**config.mk**
```make
export PLATFORM = sky130hd
export DESIGN_NAME = box_motion_flat
export DESIGN_NICKNAME = d
export VERILOG_FILES = /design/src/rtl/screensaver_pkg.sv /design/src/rtl/box_motion_if.sv /design/src/rtl/axis_step.sv /design/src/rtl/box_motion.sv /design/src/flat_wrapper.sv
export SDC_FILE = /design/constraint.sdc
export NUM_CORES = 1
export LEC_CHECK = 0
export BUFFER_PORTS_ARGS = -buffer_cell sky130_fd_sc_hd__buf_2
export CELL_PAD_IN_SITES_DETAIL_PLACEMENT = 0
export CELL_PAD_IN_SITES_GLOBAL_PLACEMENT = 1
export CORE_UTILIZATION = 35
export DETAILED_ROUTE_END_ITERATION = 10
export GPL_TIMING_DRIVEN = 0
export PLACE_DENSITY_LB_ADDON = 0.08
export SKIP_CTS_REPAIR_TIMING = 1
export SYNTH_ARGS = -nofsm -noshare
export SYNTH_HDL_FRONTEND = slang
export SYNTH_SLANG_ARGS = --single-unit
```
**constraint.sdc**
```tcl
create_clock -name clk -period 5.65 [get_ports clk]
set_input_delay 1.13 -clock clk [delete_from_list [all_inputs] [get_ports clk]]
set_output_delay 1.13 -clock clk [all_outputs]
set_load 0.05 [all_outputs]
```
**src/rtl/screensaver_pkg.sv**
```systemverilog
// Shared screen geometry, colour type, motion FSM states and colour sequencing
// for the screensaver box blocks.
package screensaver_pkg;

  localparam int SCREEN_WIDTH  = 640;
  localparam int SCREEN_HEIGHT = 480;
  localparam int BOX_WIDTH     = 100;
  localparam int BOX_HEIGHT    = 100;
  localparam int XW            = $clog2(SCREEN_WIDTH);
  localparam int YW            = $clog2(SCREEN_HEIGHT);

  typedef logic [2:0] color_t;

  typedef enum logic [1:0] {IDLE, MOVE_X, MOVE_Y, COMMIT} motion_state_t;

  // Cycles 001..111; black is skipped so the box is always visible.
  function automatic color_t next_color(input color_t c);
    return (c == 3'b111) ? 3'b001 : c + 3'd1;
  endfunction

endpackage

```
**src/rtl/box_motion_if.sv**
```systemverilog
// Frame-event inputs and published box state between video_timer,
// box_motion and the pixel-colour stage.
interface box_motion_if;
  import screensaver_pkg::*;

  logic [31:0]   frame;
  logic          pause;
  logic [XW-1:0] box_x;
  logic [YW-1:0] box_y;
  color_t        color;
  logic          bounce;
  logic          busy;

  modport master (output frame, pause, input box_x, box_y, color, bounce, busy);
  modport slave  (input frame, pause, output box_x, box_y, color, bounce, busy);
endinterface

```
**src/rtl/axis_step.sv**
```systemverilog
// One-axis position step with edge reflection. Limit and step size are inputs
// so a single instance can be time-shared between the x and y axes.
module axis_step #(
  parameter int W = 10
) (
  input  logic [W-1:0] pos,
  input  logic         dir,
  input  logic [W-1:0] max,
  input  logic [W-1:0] speed,
  output logic [W-1:0] pos_next,
  output logic         dir_next,
  output logic         hit
);

  logic signed [W+1:0] traj;
  logic signed [W+1:0] lim;

  always_comb begin
    lim = $signed({2'b00, max});
    if (dir) traj = $signed({2'b00, pos}) - $signed({2'b00, speed});
    else     traj = $signed({2'b00, pos}) + $signed({2'b00, speed});

    pos_next = traj[W-1:0];
    dir_next = dir;
    hit      = 1'b0;
    // Landing exactly on an edge counts as a hit.
    if (traj <= 0) begin
      pos_next = '0;
      dir_next = 1'b0;
      hit      = 1'b1;
    end else if (traj >= lim) begin
      pos_next = max;
      dir_next = 1'b1;
      hit      = 1'b1;
    end
  end

endmodule

```
**src/rtl/box_motion.sv**
```systemverilog
// Bounce-physics engine: steps the box once per frame-counter change and
// publishes position and colour together at COMMIT.
module box_motion
  import screensaver_pkg::*;
#(
  parameter int START_X = 50,
  parameter int START_Y = 50,
  parameter int SPEED_X = 2,
  parameter int SPEED_Y = 1
) (
  input  logic         clk,
  input  logic         rst_n,
  box_motion_if.slave  bus
);

  localparam int MAX_X = SCREEN_WIDTH - BOX_WIDTH;
  localparam int MAX_Y = SCREEN_HEIGHT - BOX_HEIGHT;
  localparam int AW    = (XW > YW) ? XW : YW;

  motion_state_t state;
  logic [31:0]   frame_prev;
  logic [XW-1:0] x_work;
  logic [YW-1:0] y_work;
  logic          dir_x, dir_y, hit_x, hit_y;

  logic [AW-1:0] ax_pos, ax_max, ax_speed, ax_next;
  logic          ax_dir, ax_dir_next, ax_hit;

  // The single stepper serves x in MOVE_X and y in MOVE_Y.
  always_comb begin
    if (state == MOVE_Y) begin
      ax_pos   = AW'(y_work);
      ax_dir   = dir_y;
      ax_max   = AW'(MAX_Y);
      ax_speed = AW'(SPEED_Y);
    end else begin
      ax_pos   = AW'(x_work);
      ax_dir   = dir_x;
      ax_max   = AW'(MAX_X);
      ax_speed = AW'(SPEED_X);
    end
  end

  axis_step #(.W(AW)) u_step (
    .pos      (ax_pos),
    .dir      (ax_dir),
    .max      (ax_max),
    .speed    (ax_speed),
    .pos_next (ax_next),
    .dir_next (ax_dir_next),
    .hit      (ax_hit)
  );

  always_ff @(posedge clk) begin
    if (!rst_n) begin
      state      <= IDLE;
      frame_prev <= '1;
      x_work     <= XW'(START_X);
      y_work     <= YW'(START_Y);
      dir_x      <= 1'b0;
      dir_y      <= 1'b0;
      hit_x      <= 1'b0;
      hit_y      <= 1'b0;
      bus.box_x  <= XW'(START_X);
      bus.box_y  <= YW'(START_Y);
      bus.color  <= 3'b111;
      bus.bounce <= 1'b0;
      bus.busy   <= 1'b0;
    end else begin
      bus.bounce <= 1'b0;
      unique case (state)
        IDLE: begin
          if (bus.frame != frame_prev) begin
            frame_prev <= bus.frame;
            if (!bus.pause) begin
              state    <= MOVE_X;
              bus.busy <= 1'b1;
              x_work   <= bus.box_x;
              y_work   <= bus.box_y;
            end
          end
        end
        MOVE_X: begin
          x_work <= ax_next[XW-1:0];
          dir_x  <= ax_dir_next;
          hit_x  <= ax_hit;
          state  <= MOVE_Y;
        end
        MOVE_Y: begin
          y_work <= ax_next[YW-1:0];
          dir_y  <= ax_dir_next;
          hit_y  <= ax_hit;
          state  <= COMMIT;
        end
        COMMIT: begin
          bus.box_x <= x_work;
          bus.box_y <= y_work;
          if (hit_x || hit_y) begin
            bus.color  <= next_color(bus.color);
            bus.bounce <= 1'b1;
          end
          bus.busy <= 1'b0;
          state    <= IDLE;
        end
        default: state <= IDLE;
      endcase
    end
  end

endmodule
```
**src/flat_wrapper.sv**
```systemverilog
// flat-port wrapper written by rule: the top's interface ports become plain ports
module box_motion_flat import screensaver_pkg::*;
#(
  parameter int START_X = 50,
  parameter int START_Y = 50,
  parameter int SPEED_X = 2,
  parameter int SPEED_Y = 1
)
  (clk, rst_n, bus_frame, bus_pause, bus_box_x, bus_box_y, bus_color, bus_bounce, bus_busy);
  box_motion_if bus_i ();
  input  logic clk;
  input  logic rst_n;
  input wire logic [$bits(bus_i.frame)-1:0] bus_frame;
  input wire logic [$bits(bus_i.pause)-1:0] bus_pause;
  output wire logic [$bits(bus_i.box_x)-1:0] bus_box_x;
  output wire logic [$bits(bus_i.box_y)-1:0] bus_box_y;
  output wire logic [$bits(bus_i.color)-1:0] bus_color;
  output wire logic [$bits(bus_i.bounce)-1:0] bus_bounce;
  output wire logic [$bits(bus_i.busy)-1:0] bus_busy;
  assign bus_i.frame = bus_frame;
  assign bus_i.pause = bus_pause;
  assign bus_box_x = bus_i.box_x;
  assign bus_box_y = bus_i.box_y;
  assign bus_color = bus_i.color;
  assign bus_bounce = bus_i.bounce;
  assign bus_busy = bus_i.busy;
  box_motion #(.START_X(START_X), .START_Y(START_Y), .SPEED_X(SPEED_X), .SPEED_Y(SPEED_Y)) u_core (.clk(clk), .rst_n(rst_n), .bus(bus_i));
endmodule
```
==> impl_metrics.py <==
metrics = {
    "cts": {
        "cts_tree": "built",
        "cts_buffers": 9,
        "cts_buffer_depth": 2,
        "clk_transition_reported_paths_ps": 60,
        "cts_root_buf": "clkbuf_16",
        "clock_latency_ps": 340,
        "cts_max_level": 3,
        "numClockSinks": 81,
    },
    "synth": {
        "ys_types": 66,
        "synth_area_leaders": "dfxtp_1 36%, mux2i_1 14%, xnor2_1 7.9%",
        "avgSynthCellArea_sq_um": 8.85,
        "yosysMostFrequentCell": "dfxtp_1",
        "syn_nets": 557,
        "yosys.area.top_type": "dfxtp_1",
        "synth_edf_count": 0,
        "async_flop_share_pct": 0,
        "synth_area_sq_um": 4530,
        "ys_seq_area_share_pct": 35.8,
        "netlist.area_leader.share_pct": 35.8,
        "yosys_warnings": 0,
        "ys.flop_type": "dfxtp_1",
        "synthCells": 512,
        "synthTopCellsByCount": "81 x dfxtp_1, 70 x nand2_1, 63 x mux2i_1, 41 x xnor2_1, 36 x nor2_1",
        "ys_seq_elements": 81,
    },
    "cells_and_area": {
        "area_growth_pct": 17.3,
        "final_nets": 625,
        "final_layout_size_suffix_gt1_share_pct": 15.9,
        "diodes": 0,
        "post-route-util_pct": 42.1,
    },
    "placement": {
        "gp_congestion": 0.875,
        "dp_hpwl_um": 9940,
        "numPortBuffers": 57,
    },
    "timing": {
        "finalClockSkew_ps": 8.60,
        "maxSlewViolCount": 0,
        "fin_crit_ps": 4630,
        "fin_tns_setup_ps": 0,
        "slew_headroom_pct": 41.4,
        "hold_violations": 0,
        "finalSetupViolations": 0,
        "rsz0062_at_grt": "no",
        "fin_crit_sh_pct": 81.9,
        "tightest_slew_ps": 879,
        "fmax_mhz": 216,
    },
    "critical_path": {
        "cp_data_arrival_time_ps": 4840,
        "cp.required_ps": 5860,
        "cp_max_fo": 10,
        "critPathLaunchType": "register",
        "reg2reg_setup_slack_ps": 1020,
        "end_kind": "register",
        "critPathKind": "register to register",
    },
    "global_routing": {
        "gr-total-overflow": 0,
        "grt_start_max_net_pins": 14,
        "grt_pass1_wl_um": 20900,
        "grt.total_usage_pct": 21.2,
        "antenna_found_initial": 0,
        "grt_pass1_vias": 3763,
    },
    "power_and_ir_drop": {
        "p_leak_nw": 2.05,
        "p_per_area_nw_per_um2": 543,
        "peakVddDrop_uv": 192,
    },
    "hold_path": {
        "hp-class": "register to register",
    },
    "floorplanning": {
        "core_area_sq_um": 12600,
        "die_w_um": 116,
        "rows": 41,
        "die-area_sq_um": 13400,
        "start_util_pct": 35.9,
        "pin_count": 59,
        "die_h_um": 116,
    },
    "status": {
        "outcome": "finished clean",
    },
    "run": {
        "cap_viol_max_count": 0,
    },
    "drt": {
        "routed_via_density": 5.20,
        "post-route-drc-count": 0,
        "drt_iter0_drc": 207,
        "first_pass_iters": 5,
        "antenna_left": 0,
        "routed_wl_um": 13200,
        "routed-via-count": 3938,
        "wl_per_cell_um": 17.5,
    },
}
-- placed cells by master (no fill, tap or decap), types with 4 or more instances in the layout --
master | synthesis | layout
nor2_1 | 36 | 36
clkbuf_1 | 19 | 20
nor3b_1 | 4 | 4
o21ai_0 | 19 | 19
nor3_1 | 8 | 8
buf_2 | 4 | 61
nand2b_1 | 6 | 6
nand2_1 | 70 | 70
xnor2_1 | 41 | 41
a31oi_1 | 8 | 8
dfxtp_1 | 81 | 81
and2_1 | 6 | 6
o22ai_1 | 5 | 5
or3_1 | 8 | 8
mux2_2 | 4 | 4
mux2i_1 | 63 | 63
o211ai_1 | 4 | 4
ha_1 | 10 | 10
o21ai_1 | 7 | 7
a211o_1 | 5 | 5
nand3_1 | 6 | 6
a21oi_1 | 17 | 17
clkbuf_16 | 0 | 9
inv_1 | 12 | 12
nand4_1 | 9 | 9
-- report_power, final --
| group | switching, mW | internal [mW] |
|---|---|---|
| Sequential | 0.147 | 0.712 |
| Combinational | 0.867 | 0.599 |
| Clock | 0.241 | 0.321 |
-- critical path, cell delays in order (launching register included) --
cell and delay [ps]:
dfxtp_1 320, inv_1 130, ha_1 180, buf_6 160
mux2i_1 580, nor2_1 90, ha_1 220, nor2_1 90
o32a_1 270, nor2_1 80, nor2_1 330, xor2_1 290
ha_1 300, nor3b_1 150, a211oi_1 260, o211a_1 220
o2bb2ai_2 90, buf_6 150, buf_6 150, nor2_1 160
a2bb2oi_1 200, a21oi_1 80
-- layer usage --
layer / track usage (%) / vias to the layer above / part of all wire [%]
met5: 0 / - / 0
met4: 5.73 / 0 / 1.6
met3: 6.22 / 16 / 6.1
met2: 32.7 / 128 / 44
met1: 28.9 / 1840 / 48
li1: - / 1954 / -
-- through the flow --
| step | instance area (sq um) | setup WS [ps] | instances | total power, mW | hold WS (ps) |
|---|---|---|---|---|---|
| after CTS | 5310 | 1090 | 757 | 2.89 | 494 |
| final | 5310 | 1020 | 757 | 2.89 | 489 |
| after global routing | 5310 | 665 | 757 | 3.09 | 511 |
| after global placement | 5030 | 1050 | 741 | 2.31 | 476 |
| after detailed placement | 5030 | 1100 | 741 | 2.32 | 483 |
| after floorplan | 4530 | 2000 | 512 | 1.93 | 466 |
-- sequential cells by signal, indices dropped and copies added, names as in the netlist --
| signal | flops |
|---|---|
| u_core.bus.color | 3 |
| u_core.y_work | 9 |
| u_core.bus.box_x | 10 |
| u_core.bus.box_y | 9 |
| u_core.bus.busy | 1 |
| u_core.hit_x | 1 |
| u_core.x_work | 10 |
| u_core.dir_x | 1 |
| u_core.hit_y | 1 |
| u_core.dir_y | 1 |
| u_core.bus.bounce | 1 |
| u_core.state | 2 |
| u_core.frame_prev | 32 |
-- kinds of logic (layout without fill, tap and decap cells) --
kind of cell | count (synthesis) | in the layout | share of synthesized area (%)
xor gates and xnor gates | 43 | 43 | 8.62
buffers and inverters | 42 | 115 | 4.17
and+or+nand+nor | 167 | 167 | 17.3
DFF | 81 | 81 | 35.8
AOI/OAI and AO/OA | 99 | 99 | 15.6
adders and majority gates | 10 | 10 | 2.76
muxes | 70 | 70 | 15.7
-- worst paths after layout --
check                           start                to  cells after the start
setup / recovery      u_core.state[0]  u_core.x_work[2]                     21
hold / removal    u_core.bus.box_y[0]  u_core.y_work[0]                      2
setup reg to reg      u_core.state[0]  u_core.x_work[2]                     21
hold reg to reg   u_core.bus.box_y[0]  u_core.y_work[0]                      2
-- area by class of cell --
| cell class | count | area [sq um] |
|---|---|---|
| Timing Repair Buffer | 57 | 285 |
| Clock buffer | 12 | 256 |
| Clock inverter | 4 | 27.5 |
| Multi-Input combinational cell | 389 | 2720 |
| Fill cell | 1333 | 7310 |
| Inverter | 12 | 45.0 |
| Sequential cell | 81 | 1620 |
| Tap cell | 172 | 215 |
| Buffer | 30 | 144 |
Note: power is estimated with default switching activity, not from simulation.
